`src/rtl/glb_pkg.sv`:
```
// rtl/glb_pkg.sv - shared constants for the GLB read ports.
// Build macro GLBRD_SKID_EN selects a 2-deep output buffer (default 1-deep).
package glb_pkg;

   localparam int GLB_SRAM_WIDTH = 256;
   localparam int GLB_IDX_WIDTH  = 10;
   localparam int GLB_RD_LATENCY = 1;

`ifdef GLBRD_SKID_EN
   localparam int GLB_RD_DEPTH = 2;
`else
   localparam int GLB_RD_DEPTH = 1;
`endif

   localparam int GLB_RD_OCC_W = $clog2(GLB_RD_DEPTH + 1);

endpackage

```
`src/rtl/glb_rd_fifo.sv`:
```
// rtl/glb_rd_fifo.sv - shift-style output buffer for the GLB read port.
// The head is always slot 0, so the read data leaves straight from a register.
import glb_pkg::*;

module glb_rd_fifo #(
   parameter int DEPTH      = GLB_RD_DEPTH,
   parameter int SRAM_WIDTH = GLB_SRAM_WIDTH
) (
   input  logic                         clk,
   input  logic                         rst,
   input  logic                         clr_i,
   input  logic                         push_i,
   input  logic [SRAM_WIDTH-1:0]        push_data_i,
   input  logic                         pop_i,
   output logic [SRAM_WIDTH-1:0]        head_o,
   output logic [$clog2(DEPTH+1)-1:0]   occ_o
);

   localparam int OCC_W = $clog2(DEPTH + 1);

   logic [SRAM_WIDTH-1:0] mem_q [DEPTH];
   logic [OCC_W-1:0]      occ_q;
   logic [OCC_W-1:0]      wr_idx;

   // A simultaneous pop shifts everything down one slot before the write lands.
   assign wr_idx = occ_q - OCC_W'(pop_i);

   always_ff @(posedge clk or posedge rst) begin
      if (rst) begin
         occ_q <= '0;
         for (int i = 0; i < DEPTH; i++) mem_q[i] <= '0;
      end else if (clr_i) begin
         occ_q <= '0;
      end else begin
         occ_q <= occ_q + OCC_W'(push_i) - OCC_W'(pop_i);
         for (int i = 0; i < DEPTH; i++) begin
            if (pop_i && (i < DEPTH - 1)) mem_q[i] <= mem_q[(i + 1) % DEPTH];
            if (push_i && (wr_idx == OCC_W'(i))) mem_q[i] <= push_data_i;
         end
      end
   end

   assign head_o = mem_q[0];
   assign occ_o  = occ_q;

endmodule

```
`src/rtl/glb_crd_rdport.sv`:
```
// rtl/glb_crd_rdport.sv - credit-gated SRAM read port with a registered output buffer.
// Build macro GLBRD_SKID_EN deepens the buffer to 2 for one word per cycle.
import glb_pkg::*;

module glb_crd_rdport #(
   parameter int SRAM_WIDTH = GLB_SRAM_WIDTH,
   parameter int IDX_WIDTH  = GLB_IDX_WIDTH,
   parameter int CNT_WIDTH  = 16
) (
   input  logic                  clk,
   input  logic                  rst,
   input  logic                  CCUGLB_Rst,
   input  logic [IDX_WIDTH-1:0]  CTRGLB_CrdAddr,
   input  logic                  CTRGLB_CrdAddrVld,
   output logic                  GLBCTR_CrdAddrRdy,
   output logic [SRAM_WIDTH-1:0] GLBCTR_Crd,
   output logic                  GLBCTR_CrdVld,
   input  logic                  CTRGLB_CrdRdy,
   output logic                  GLBSRAM_RdEn,
   output logic [IDX_WIDTH-1:0]  GLBSRAM_RdAddr,
   input  logic [SRAM_WIDTH-1:0] SRAMGLB_RdDat,
   input  logic                  SRAMGLB_Gnt,
   output logic [CNT_WIDTH-1:0]  GLBCCU_RdCnt,
   output logic                  GLBCCU_Idle
);

   localparam int DEPTH = GLB_RD_DEPTH;
   localparam int OCC_W = GLB_RD_OCC_W;
   localparam int LAT   = GLB_RD_LATENCY;

   logic [1:0]            rst_sync_q;
   logic [LAT-1:0]        inflight_q, inflight_d;
   logic [CNT_WIDTH-1:0]  cnt_q, cnt_d;
   logic [OCC_W-1:0]      occ;
   logic [SRAM_WIDTH-1:0] head;
   logic [OCC_W:0]        credit_used, credit_limit;
   logic                  rst_hold, crd_vld, pop, push, accept;

   // Reset asserts immediately but keeps accepts blocked until release is clk-aligned.
   always_ff @(posedge clk or posedge rst) begin
      if (rst) rst_sync_q <= 2'b11;
      else     rst_sync_q <= {rst_sync_q[0], 1'b0};
   end
   assign rst_hold = rst_sync_q[1];

   assign crd_vld = (occ != '0);
   assign pop     = crd_vld & CTRGLB_CrdRdy;
   assign push    = inflight_q[LAT-1] & ~CCUGLB_Rst;

   // occ + inflight - pop < DEPTH, rearranged so nothing underflows.
   always_comb begin
      credit_used  = {1'b0, occ} + (OCC_W + 1)'($countones(inflight_q));
      credit_limit = (OCC_W + 1)'(DEPTH) + {{OCC_W{1'b0}}, pop};
   end

   assign GLBCTR_CrdAddrRdy = SRAMGLB_Gnt & ~CCUGLB_Rst & ~rst_hold & (credit_used < credit_limit);
   assign accept            = CTRGLB_CrdAddrVld & GLBCTR_CrdAddrRdy;
   assign GLBSRAM_RdEn      = accept;
   assign GLBSRAM_RdAddr    = accept ? CTRGLB_CrdAddr : '0;

   always_comb begin
      inflight_d = CCUGLB_Rst ? '0 : LAT'({inflight_q, accept});
      cnt_d      = CCUGLB_Rst ? '0 : cnt_q + CNT_WIDTH'(pop);
   end

   always_ff @(posedge clk or posedge rst) begin
      if (rst) begin
         inflight_q <= '0;
         cnt_q      <= '0;
      end else begin
         inflight_q <= inflight_d;
         cnt_q      <= cnt_d;
      end
   end

   glb_rd_fifo #(
      .DEPTH      (DEPTH),
      .SRAM_WIDTH (SRAM_WIDTH)
   ) u_fifo (
      .clk         (clk),
      .rst         (rst),
      .clr_i       (CCUGLB_Rst),
      .push_i      (push),
      .push_data_i (SRAMGLB_RdDat),
      .pop_i       (pop),
      .head_o      (head),
      .occ_o       (occ)
   );

   assign GLBCTR_Crd    = head;
   assign GLBCTR_CrdVld = crd_vld;
   assign GLBCCU_RdCnt  = cnt_q;
   assign GLBCCU_Idle   = (occ == '0) & ~(|inflight_q);

endmodule
```
`config.mk`:
```
export PLATFORM = sky130hd
export DESIGN_NAME = glb_crd_rdport
export DESIGN_NICKNAME = d
export VERILOG_FILES = /design/src/rtl/glb_pkg.sv /design/src/rtl/glb_rd_fifo.sv /design/src/rtl/glb_crd_rdport.sv
export SDC_FILE = /design/constraint.sdc
export NUM_CORES = 1
export LEC_CHECK = 0
export BUFFER_PORTS_ARGS = -buffer_cell sky130_fd_sc_hd__buf_2
export CAP_MARGIN = 20
export CORE_AREA = 2 2 219 221
export CTS_BUF_LIST = sky130_fd_sc_hd__clkbuf_16
export DETAILED_ROUTE_END_ITERATION = 12
export DIE_AREA = 0 0 221 223
export GPL_ROUTABILITY_DRIVEN = 0
export HOLD_SLACK_MARGIN = 0.06
export PLACE_DENSITY = 0.55
export REMOVE_ABC_BUFFERS = 1
export SYNTH_ARGS = -nofsm -noshare
export SYNTH_HDL_FRONTEND = slang
export SYNTH_SLANG_ARGS = --single-unit
```
`constraint.sdc`:
```
create_clock -name clk -period 9.9 [get_ports clk]
set_input_delay 1.98 -clock clk [delete_from_list [all_inputs] [get_ports clk]]
set_output_delay 1.98 -clock clk [all_outputs]
set_load 0.05 [all_outputs]
```
* Word level (Yosys, flattened, before mapping)
Cells that the tools add are included.
** Cells by class
- $add $sub $neg :: 6
- Reduce and logical (&&, ||, !) cells :: 2
- Multiplexer cells :: 4
- Bitwise operators :: 12
- Order comparisons :: 1
** Operators by type and width (number)
- 16-bit by 1-bit adder with 16-bit output :: 1
- 16-bit 2-to-1 mux :: 1
- 10-bit 2-to-1 mux :: 1
- 1-bit bitwise AND :: 7
- 1-bit inverter :: 5
- 1-bit by 1-bit adder with 2-bit output :: 1
- 1-bit by 1-bit adder with 2-bit output, first input constant :: 1
- 2-bit < comparator :: 1
- 1-bit 2-to-1 mux :: 2
- 2-bit AND reduction :: 1
- 1-bit subtractor :: 2
- 1-bit adder :: 1
- 1-bit logical AND :: 1
** Word-level totals
- Logic and storage cells :: 30
- Register bits after elaboration :: 276

* Depth between registers and ports, before layout
Gate-level depths: netlist of run 1.
- Depth in word-level cells :: 6
- Gate-level depth with buffers :: 9
- Mapped depth without buffers :: 6

* By module
Synthesis of run 1 repeated with hierarchy kept, for this count alone.
** Second synthesis, totals
- Cells, all modules :: 652
- Area total of the unflattened synthesis :: 11669.9 um^2
** Modules (own cells, without submodules)
- glb_rd_fifo :: cells each 547, area each 10612.7 um^2, instances 1
- glb_crd_rdport :: cells each 105, area each 1057.3 um^2, instances 1

* Worst setup path before layout of run 1
Ideal clock, no wire load.
- Path type :: input to output
- From :: input CTRGLB_CrdRdy
- To :: output GLBSRAM_RdAddr[0]
- Required time :: 7920 ps
- Data arrival time :: 3755 ps
- Slack :: 4165 ps
- Cell stages on the path :: 7
- Cells stage by stage :: and2_1 -> inv_1 -> ha_1 -> or4b_4 -> a211oi_2 -> buf_4 -> and2_1
** Between the ends
- Longest elaborated chain between the ends :: 6
** RTL lines
- start: declaration :: line glb_crd_rdport.sv:18 : input logic CTRGLB_CrdRdy,
- 1-bit bitwise AND :: line glb_crd_rdport.sv:47 : assign pop = crd_vld & CTRGLB_CrdRdy;
- 1-bit by 1-bit adder with 2-bit output :: line glb_crd_rdport.sv:53 : credit_limit = (OCC_W + 1)'(DEPTH) + {{OCC_W{1'b0}}, pop};
- 2-bit < comparator :: line glb_crd_rdport.sv:56 : assign GLBCTR_CrdAddrRdy = SRAMGLB_Gnt & ~CCUGLB_Rst & ~rst_hold & (credit_used < credit_limit);
- 1-bit bitwise AND :: line glb_crd_rdport.sv:56
- 1-bit bitwise AND :: line glb_crd_rdport.sv:57 : assign accept = CTRGLB_CrdAddrVld & GLBCTR_CrdAddrRdy;
- net GLBSRAM_RdEn :: line glb_crd_rdport.sv:19 : output logic GLBSRAM_RdEn,
- 10-bit 2-to-1 mux :: line glb_crd_rdport.sv:59 : assign GLBSRAM_RdAddr = accept ? CTRGLB_CrdAddr : '0;
- end: declaration :: line glb_crd_rdport.sv:20 : output logic [IDX_WIDTH-1:0] GLBSRAM_RdAddr,
The timed path passes the listed nets, and every way through them passes these cells.

* Worst setup path after layout of run 1
- From :: input CTRGLB_CrdRdy
- To :: output GLBSRAM_RdAddr[9]
** Between the ends
- Longest elaborated chain between the ends :: 6
** RTL lines (line)
- 1-bit bitwise AND :: glb_crd_rdport.sv:47
- 1-bit by 1-bit adder with 2-bit output :: glb_crd_rdport.sv:53
- 2-bit < comparator :: glb_crd_rdport.sv:56
- 1-bit bitwise AND :: glb_crd_rdport.sv:56
- 1-bit bitwise AND :: glb_crd_rdport.sv:57
- 10-bit 2-to-1 mux :: glb_crd_rdport.sv:59
No other way between the ends.

==> metrics.log, run 1 <==
INFO  metric clk_pin_slew_worst_paths = 0.06 ns
INFO  metric worst_path_dominant_cell_family = simple AND/OR/NAND/NOR gates
INFO  metric synth-seq-cells = 276
INFO  metric tritoncts.num_buffers = 30
INFO  metric drt_wl_total = 28.89 mm
INFO  metric synth.cell_area = 10580 µm²
INFO  metric outcome = completed
INFO  metric path_cells = buf_2 -> and2_1 -> inv_1 -> ha_1 -> or4b_4 -> a211oi_2 -> and2_1 -> buf_2
INFO  metric fin_crit_sh = 59.86%
INFO  metric synthArstFlopShare = 100.0%
INFO  metric buf_inv_on_cp = 3
INFO  metric critical_path_cell_with_the_highest_stage_delay = sky130_fd_sc_hd__or4b_4
INFO  metric initial_core_util = 22.44%
INFO  metric postCtsSetupBuffers = 0
INFO  metric summed_negative_setup_slack_over_all_endpoints = 0 ns
INFO  metric synth.yosys.seq_area_share = 65.30%
INFO  metric avgRoutedWirePerCell = 15.51 µm
INFO  metric die-width = 221 µm
INFO  metric reg2reg_depth = 6
INFO  metric cts_tree = done
INFO  metric power.share.clock = 25.8%
INFO  metric via_per_inst = 4.039
INFO  metric timing.critical_path.to_type = output pin
INFO  metric cp_data_required_time = 7.92 ns
INFO  metric floorplan.die.height = 223 µm
INFO  metric rsz0062_at_grt = false
INFO  metric internal-power = 2.274 mW
INFO  metric number_of_cells_upsized_or_downsized_after_cts = 0
INFO  metric route.detailed.drc = 0
INFO  metric switching_share = 41.35%
INFO  metric drt_iter0_drc = 228
INFO  metric reg2reg_setup_slack = 6.97 ns
INFO  metric netlist_top_cells_area = sky130_fd_sc_hd__dfrtp_1 (65%), sky130_fd_sc_hd__mux2_2 (28%), sky130_fd_sc_hd__buf_2 (1.3%)
INFO  metric peak_per_stage_delay_on_the_critical_path = 0.50 ns
INFO  metric grt_first_pass_wirelength = 44.39 mm
INFO  metric routed_vias = 7520
INFO  metric synth.largest_area_cell = sky130_fd_sc_hd__dfrtp_1
INFO  metric report.final.slew_viol_count = 0
INFO  metric timing.hold.worst.class = reg -> reg
INFO  metric worst_setup_path_endpoint = GLBSRAM_RdAddr[9]
INFO  metric worst_slew_pin_slew = 0.9832 ns
INFO  metric setup_ws = 3.974 ns
INFO  metric count_of_flip_flops_with_a_built_in_enable_after_synthesis = 0
INFO  metric grt_use_met2 = 19.00%
INFO  metric synth_flop_cell = sky130_fd_sc_hd__dfrtp_1
INFO  metric cts_sinks = 276
INFO  metric ctsLongestPathBuffers = 3
INFO  metric synth.cells.most_frequent = sky130_fd_sc_hd__dfrtp_1 (274), sky130_fd_sc_hd__mux2_2 (262), sky130_fd_sc_hd__buf_2 (28), sky130_fd_sc_hd__nor2_1 (12), sky130_fd_sc_hd__and2_1 (11)
INFO  metric finalNetCount = 1502
INFO  metric syn_inst = 661
INFO  metric synth_top_area_share = 64.80%
INFO  metric first_global_vias = 7823
INFO  metric grt_antenna_before_repair = 3
INFO  metric share_of_cells_above_drive_strength_1 = 69.37%
INFO  metric full_die_area = 49280 µm²
INFO  metric io_buffer_count = 557
INFO  metric dpl.hpwl = 21.62 mm
INFO  metric final_cell_count_no_fill = 1862
INFO  metric clkLatencyLatePin = 0.56 ns
INFO  metric n_antenna_cell = 0
INFO  metric worstSetupStartpoint = CTRGLB_CrdRdy
INFO  metric report.final.hold_viol_count = 0
INFO  metric number_of_placement_rows = 80
INFO  metric total_of_hold_buffers_inserted_after_clock_tree_synthesis = 0
INFO  metric dpl_worst_slack = 3.967 ns
INFO  metric regToRegEndpoint = u_fifo.head_o[139]
INFO  metric drt.antenna.violating_nets = 0
INFO  metric skew = 0.01184 ns
INFO  metric pwr-share-seq = 37.9%
INFO  metric net-switching-power = 1.603 mW
INFO  metric aggregate_global_route_resource_usage = 11.11%
INFO  metric critPathKind = in -> out
INFO  metric cts-root-buf = sky130_fd_sc_hd__clkbuf_16
INFO  metric sum_of_overflow_across_all_layers_after_global_routing = 0
INFO  metric max-slew-margin-rel = 34.45%
INFO  metric drv_cap = 0
INFO  metric share_comb_of_total_power = 36.3%
INFO  metric use_met1 = 13.25%
INFO  metric worst_r2r_startpoint = u_fifo.occ_o
INFO  metric core-area = 47150 µm²
INFO  metric max_freq = 168.7 MHz
INFO  metric global_route.peak_usage_layer = met2
INFO  metric firstDrtPassIters = 4
INFO  metric htreeDepth = 1
INFO  metric setup_viol_count_final = 0
INFO  metric placed_cells = 1807
INFO  metric yosysWarnings = 0
INFO  metric fin_total_pwr = 3.877 mW
INFO  metric synth.distinct_cells = 31
INFO  metric synth.most_common_cell = sky130_fd_sc_hd__dfrtp_1
INFO  metric worstSetupStartpointType = primary input
INFO  metric p_per_area = 260.0 nW/µm²
INFO  metric pin_count_of_the_biggest_net_entering_global_routing = 89
INFO  metric global_route.usage.met3 = 3.753%
INFO  metric worstPathArrival = 3.95 ns
INFO  metric top_fanout_value_on_the_critical_path = 11
INFO  metric syn_avg_cell_area = 16.01 µm²
INFO  metric num_io_pins = 558
INFO  metric layout-area-overhead-vs-synth = 40.91%
INFO  metric total_stage_count_of_the_critical_path = 8
INFO  metric power.static_leakage = 7.711 nW
INFO  metric vdd.ir_drop.worst = 0.1838 mV
INFO  metric final.min_clock_period = 5.926 ns
==> final cells by class <==
type                    instances  area (µm²)
clock buffers                  31       775.7
clock inverters                24       91.34
fillers                      4789       32230
inverters                       8       37.54
multi-input cells             344        3487
flip-flops and latches        276        6909
well taps                     615       769.5
repair buffers                564        2840
==> worst min path at each step <==
stage	from	to	cells after the start	slack, ns
after floorplan	rst_sync_q[0]	rst_sync_q[1]	0	0.35
after global placement	rst_sync_q[0]	rst_sync_q[1]	0	0.35
after detailed placement	rst_sync_q[0]	rst_sync_q[1]	0	0.35
after CTS	rst_sync_q[0]	rst_sync_q[1]	0	0.36
after global routing	rst_sync_q[0]	rst_sync_q[1]	0	0.36
final	rst_sync_q[0]	rst_sync_q[1]	0	0.36
==> layer usage <==
layer  wire, µm  vias to the layer above
li1           -                     3456
met1      11310                     3687
met2      14520                      324
met3       2445                       47
met4        572                        6
met5         40                        -
==> power groups by stage <==
stage	clock network, mW	registers, mW	logic (mW)
floorplan	0	2.30	0.231
global placement	0	1.48	1.42
detailed placement	0	1.49	1.42
CTS	1.05	1.47	1.42
global route	1.09	1.50	1.46
finish	0.999	1.47	1.41
==> logic make-up (layout without fill, tap and decap cells) <==
family                   Yosys count  count (layout)  synth area share, %
AO/OA/AOI/OAI                     14              14               0.8041
XOR/XNOR                           4               4               0.3311
adder cells (fa/ha/maj)            6               6               0.7095
buffers and inverters             41             627                1.821
flip-flops                       276             276                65.30
multiplexers                     262             262                27.88
other                              1               1              0.03544
AND/OR/NAND/NOR                   57              57                3.122
==> registers in the layout, summed over array words and instances, names as in the netlist <==
register,flops
rst_sync_q,2
u_fifo.occ_o,1
GLBCCU_RdCnt,16
inflight_q,1
u_fifo.head_o,256
==> worst reg2reg max path, cell delays in order (launching register included) <==
cell                       delay [ns]
sky130_fd_sc_hd__dfrtp_1         0.44
sky130_fd_sc_hd__nand2b_1        0.11
sky130_fd_sc_hd__ha_1            0.14
sky130_fd_sc_hd__nor2b_4         0.15
sky130_fd_sc_hd__buf_4           0.58
sky130_fd_sc_hd__buf_4           0.92
sky130_fd_sc_hd__mux2_2          0.49
==> through the flow <==
stage          utilization, %  cell area [µm²]  hold WS [ns]
3_3_place_gp            29.79            14040        0.3461
2_1_floorplan               -            10420        0.3452
5_1_grt                 31.63            14910        0.3623
4_1_cts                 31.63            14910        0.3571
3_5_place_dp            29.79            14040        0.3496
6_report                31.63            14910        0.3571
==> cell usage in the layout (no fill, tap or decap), types with 2 or more instances in the layout <==
cell type / n
sky130_fd_sc_hd__a21oi_1: 6
sky130_fd_sc_hd__and2_1: 11
sky130_fd_sc_hd__and2b_1: 2
sky130_fd_sc_hd__buf_2: 557
sky130_fd_sc_hd__buf_4: 7
sky130_fd_sc_hd__clkbuf_16: 31
sky130_fd_sc_hd__clkinv_1: 11
sky130_fd_sc_hd__dfrtp_1: 274
sky130_fd_sc_hd__dfstp_2: 2
sky130_fd_sc_hd__ha_1: 6
sky130_fd_sc_hd__inv_1: 19
sky130_fd_sc_hd__mux2_2: 262
sky130_fd_sc_hd__nand2_1: 3
sky130_fd_sc_hd__nand3_1: 5
sky130_fd_sc_hd__nand4_1: 4
sky130_fd_sc_hd__nor2_1: 12
sky130_fd_sc_hd__nor2b_1: 5
sky130_fd_sc_hd__nor4_1: 6
sky130_fd_sc_hd__o21ai_0: 4
sky130_fd_sc_hd__or3_1: 4
sky130_fd_sc_hd__xnor2_1: 2
sky130_fd_sc_hd__xor2_1: 2
(Power assumes the default switching activity.)
==> inputs of run 2 (changes only) <==
--- a/config.mk
+++ b/config.mk
@@ -5,15 +5,16 @@
 export SDC_FILE = /design/constraint.sdc
 export NUM_CORES = 1
 export LEC_CHECK = 0
+export ABC_AREA = 1
 export BUFFER_PORTS_ARGS = -buffer_cell sky130_fd_sc_hd__buf_2
 export CAP_MARGIN = 20
-export CORE_AREA = 2 2 219 221
+export CORE_AREA = 2 2 216 218
 export CTS_BUF_LIST = sky130_fd_sc_hd__clkbuf_16
 export DETAILED_ROUTE_END_ITERATION = 12
-export DIE_AREA = 0 0 221 223
+export DIE_AREA = 0 0 218 220
 export GPL_ROUTABILITY_DRIVEN = 0
 export HOLD_SLACK_MARGIN = 0.06
-export PLACE_DENSITY = 0.55
+export PLACE_DENSITY = 0.58
 export REMOVE_ABC_BUFFERS = 1
 export SYNTH_ARGS = -nofsm -noshare
 export SYNTH_HDL_FRONTEND = slang
==> constraint.sdc (replaced) <==
create_clock -name clk -period 5.6 [get_ports clk]
set_input_delay 1.12 -clock clk [delete_from_list [all_inputs] [get_ports clk]]
set_output_delay 1.12 -clock clk [all_outputs]
set_load 0.05 [all_outputs]
==> run 2 against run 1 <==
Against the previous run: global-route usage up 1.1 points; clock power is 97% higher; utilization increased by 3.4 points; combinational power increased by 89%; sequential share of layout area down 3.3 points; critical path depth did not move; critical endpoint is now GLBSRAM_RdAddr[6]; largest power group is now combinational logic.
==> metrics.log, run 2 <==
INFO  metric outcome = completed
INFO  metric synth.yosys.seq_area_share = 58.74%
INFO  metric final_common_cell = sky130_fd_sc_hd__buf_2
INFO  metric n_antenna_cell = 0
INFO  metric floorplan.die.height = 220 µm
INFO  metric grt_first_pass_wirelength = 46.37 mm
INFO  metric synth.cells.most_frequent = sky130_fd_sc_hd__dfrtp_1 (274), sky130_fd_sc_hd__mux2_4 (240), sky130_fd_sc_hd__nor2_1 (42), sky130_fd_sc_hd__nand2_1 (37), sky130_fd_sc_hd__inv_1 (35)
INFO  metric full_die_area = 47960 µm²
INFO  metric report.final.hold_viol_count = 0
INFO  metric top_fanout_value_on_the_critical_path = 12
INFO  metric synth.largest_area_cell = sky130_fd_sc_hd__dfrtp_1
INFO  metric synth.most_common_cell = sky130_fd_sc_hd__dfrtp_1
INFO  metric cts_tree = done
INFO  metric vdd.ir_drop.worst = 0.2861 mV
INFO  metric total_of_hold_buffers_inserted_after_clock_tree_synthesis = 0
INFO  metric tritoncts.num_buffers = 31
INFO  metric pin_count_of_the_biggest_net_entering_global_routing = 154
INFO  metric switching_share = 39.82%
INFO  metric worst_path_dominant_cell_family = simple AND/OR/NAND/NOR gates
INFO  metric cts_sinks = 276
INFO  metric grt_use_met2 = 21.26%
INFO  metric drt_iter0_drc = 307
INFO  metric finalNetCount = 1562
INFO  metric fin_util = 35.00%
INFO  metric timing.critical_path.to_type = output pin
INFO  metric clk_pin_slew_worst_paths = 0.06 ns
INFO  metric internal-power = 4.366 mW
INFO  metric use_met1 = 14.59%
INFO  metric core-area = 45860 µm²
INFO  metric power.share.clock = 27.1%
INFO  metric critPathKind = in -> out
INFO  metric setup_ws = 1.989 ns
INFO  metric cts-root-buf = sky130_fd_sc_hd__clkbuf_16
INFO  metric place_area = 15070 µm²
INFO  metric synth.cell_area = 11760 µm²
INFO  metric buf_inv_on_cp = 2
INFO  metric yosysWarnings = 0
INFO  metric count_of_flip_flops_with_a_built_in_enable_after_synthesis = 0
INFO  metric synth-seq-cells = 276
INFO  metric first_global_vias = 8158
INFO  metric drt_wl_total = 31.31 mm
INFO  metric pwr-share-seq = 36.2%
INFO  metric drv_cap = 0
INFO  metric share_of_cells_above_drive_strength_1 = 66.97%
INFO  metric max-slew-margin-rel = 37.59%
INFO  metric drt.antenna.violating_nets = 0
INFO  metric sum_of_overflow_across_all_layers_after_global_routing = 0
INFO  metric share_comb_of_total_power = 36.7%
INFO  metric dpl_worst_slack = 1.969 ns
INFO  metric worstSetupStartpointType = primary input
INFO  metric syn_inst = 712
INFO  metric p_per_area = 451.9 nW/µm²
INFO  metric via_per_inst = 4.049
INFO  metric worst_slew_pin_slew = 0.9361 ns
INFO  metric summed_negative_setup_slack_over_all_endpoints = 0 ns
INFO  metric firstDrtPassIters = 4
INFO  metric largest_register_ff_count = 256
INFO  metric max_freq = 276.9 MHz
INFO  metric ctsLongestPathBuffers = 3
INFO  metric routed_vias = 7753
INFO  metric number_of_placement_rows = 79
INFO  metric report.final.slew_viol_count = 0
INFO  metric syn_avg_cell_area = 16.52 µm²
INFO  metric setup_viol_count_final = 0
INFO  metric grt_antenna_before_repair = 1
INFO  metric timing.hold.worst.class = reg -> reg
INFO  metric avgRoutedWirePerCell = 16.35 µm
INFO  metric critical_path_cell_with_the_highest_stage_delay = sky130_fd_sc_hd__ha_1
INFO  metric path_cells = buf_2 -> nand2_1 -> ha_1 -> o21a_1 -> nor2_1 -> nand2_1 -> nor2_1 -> buf_2
INFO  metric peak_per_stage_delay_on_the_critical_path = 0.30 ns
INFO  metric dpl.hpwl = 23.15 mm
INFO  metric htreeDepth = 1
INFO  metric route.detailed.drc = 0
INFO  metric net-switching-power = 2.888 mW
INFO  metric power.static_leakage = 9.324 nW
INFO  metric cp_data_required_time = 4.48 ns
INFO  metric fin_crit_sh = 64.49%
INFO  metric worstPathArrival = 2.49 ns
INFO  metric final.min_clock_period = 3.611 ns
INFO  metric synth_flop_cell = sky130_fd_sc_hd__dfrtp_1
INFO  metric commonest_non_fill_non_tap_cells_in_the_layout = sky130_fd_sc_hd__buf_2 (557), sky130_fd_sc_hd__dfrtp_1 (274), sky130_fd_sc_hd__mux2_4 (240), sky130_fd_sc_hd__nor2_1 (42), sky130_fd_sc_hd__inv_1 (41)
INFO  metric netlist_top_cells_area = sky130_fd_sc_hd__dfrtp_1 (58%), sky130_fd_sc_hd__mux2_4 (31%), sky130_fd_sc_hd__buf_8 (2.0%)
INFO  metric skew = 0.009998 ns
INFO  metric global_route.usage.met3 = 3.188%
INFO  metric die-width = 218 µm
INFO  metric synthArstFlopShare = 100.0%
INFO  metric layout-area-overhead-vs-synth = 36.46%
INFO  metric final.hold.worst_slack = 0.3592 ns
INFO  metric synth.distinct_cells = 24
INFO  metric rsz0062_at_grt = false
INFO  metric clkLatencyLatePin = 0.56 ns
INFO  metric num_io_pins = 558
INFO  metric number_of_cells_upsized_or_downsized_after_cts = 0
INFO  metric postCtsSetupBuffers = 0
INFO  metric global_route.peak_usage_layer = met2
INFO  metric synth_top_area_share = 58.29%
INFO  metric aggregate_global_route_resource_usage = 12.25%
INFO  metric post-route-cell-area = 16050 µm²
INFO  metric initial_core_util = 25.65%
INFO  metric io_buffer_count = 557
-- run 2: cell types whose count changed in the layout (fill, tap and decap cells not counted), sizes merged, moves of 3 or more --
cell / before / now
and2: 11 / 0
buf: 564 / 570
bufinv: 0 / 3
inv: 20 / 43
mux2: 262 / 256
nand2: 3 / 38
nand4: 5 / 1
nor2: 12 / 42
nor2b: 6 / 0
nor4: 6 / 0
or3: 4 / 0
-- run 2: power by group through the flow --
stage	combinational, mW	clock (mW)	sequential [mW]
5_1_grt	2.77	2.11	2.67
3_5_place_dp	2.69	0	2.64
4_1_cts	2.69	2.03	2.62
3_3_place_gp	2.67	0	2.64
2_1_floorplan	0.615	0	4.04
6_report	2.66	1.97	2.62
-- run 2: routing by layer --
| metal | vias to the layer above | share of wire (%) |
|---|---|---|
| met2 | 332 | 50 |
| met1 | 3818 | 39 |
| li1 | 3545 | - |
| met3 | 56 | 7.6 |
| met4 | 2 | 2.7 |
| met5 | - | 0.032 |
-- run 2: cells by family after synthesis --
logic type,share of synthesized area (%)
DFF,58.74
muxes,32.17
and+or+nand+nor,3.064
buffers and inverters,4.500
AOI/OAI and AO/OA,0.6381
adders and majority gates,0.6382
xor gates and xnor gates,0.2234
other,0.03188
-- run 2: worst reg2reg max path, stage by stage, from the launching register on --
cell                      delay, ns
sky130_fd_sc_hd__dfrtp_1       0.39
sky130_fd_sc_hd__inv_1         0.07
sky130_fd_sc_hd__or2_2         0.28
sky130_fd_sc_hd__ha_1          0.25
sky130_fd_sc_hd__nand2_8       0.64
sky130_fd_sc_hd__buf_4         0.51
sky130_fd_sc_hd__mux2_2        0.39
-- run 2: cell type report --
type	count	area, µm²
Inverter	36	147.6
Fill cell	4526	29810
Multi-Input combinational cell	369	4333
Sequential cell	276	6909
Clock inverter	26	203.9
Clock buffer	31	775.7
Tap cell	607	759.5
Timing Repair Buffer	570	2923
-- run 2: final timing paths --
kind | to | slack (ns) | cells past startpoint | start
min reg2reg | rst_sync_q[1] | 0.36 | 0 | rst_sync_q[0]
max reg2reg | u_fifo.head_o[80] | 2.96 | 6 | u_fifo.occ_o
max | GLBSRAM_RdAddr[6] | 1.99 | 8 | CTRGLB_CrdRdy
max in group asynchronous | u_fifo.head_o[231] | 3.70 | 3 | rst
min in group asynchronous | u_fifo.head_o[84] | 0.60 | 2 | rst
min | rst_sync_q[1] | 0.36 | 0 | rst_sync_q[0]
-- run 2: through the flow --
stage          std cells  total power [mW]
2_1_floorplan        681             4.650
3_3_place_gp        1858             5.310
3_5_place_dp        1858             5.329
4_1_cts             1915             7.343
5_1_grt             1915             7.546
6_report            1915             7.254
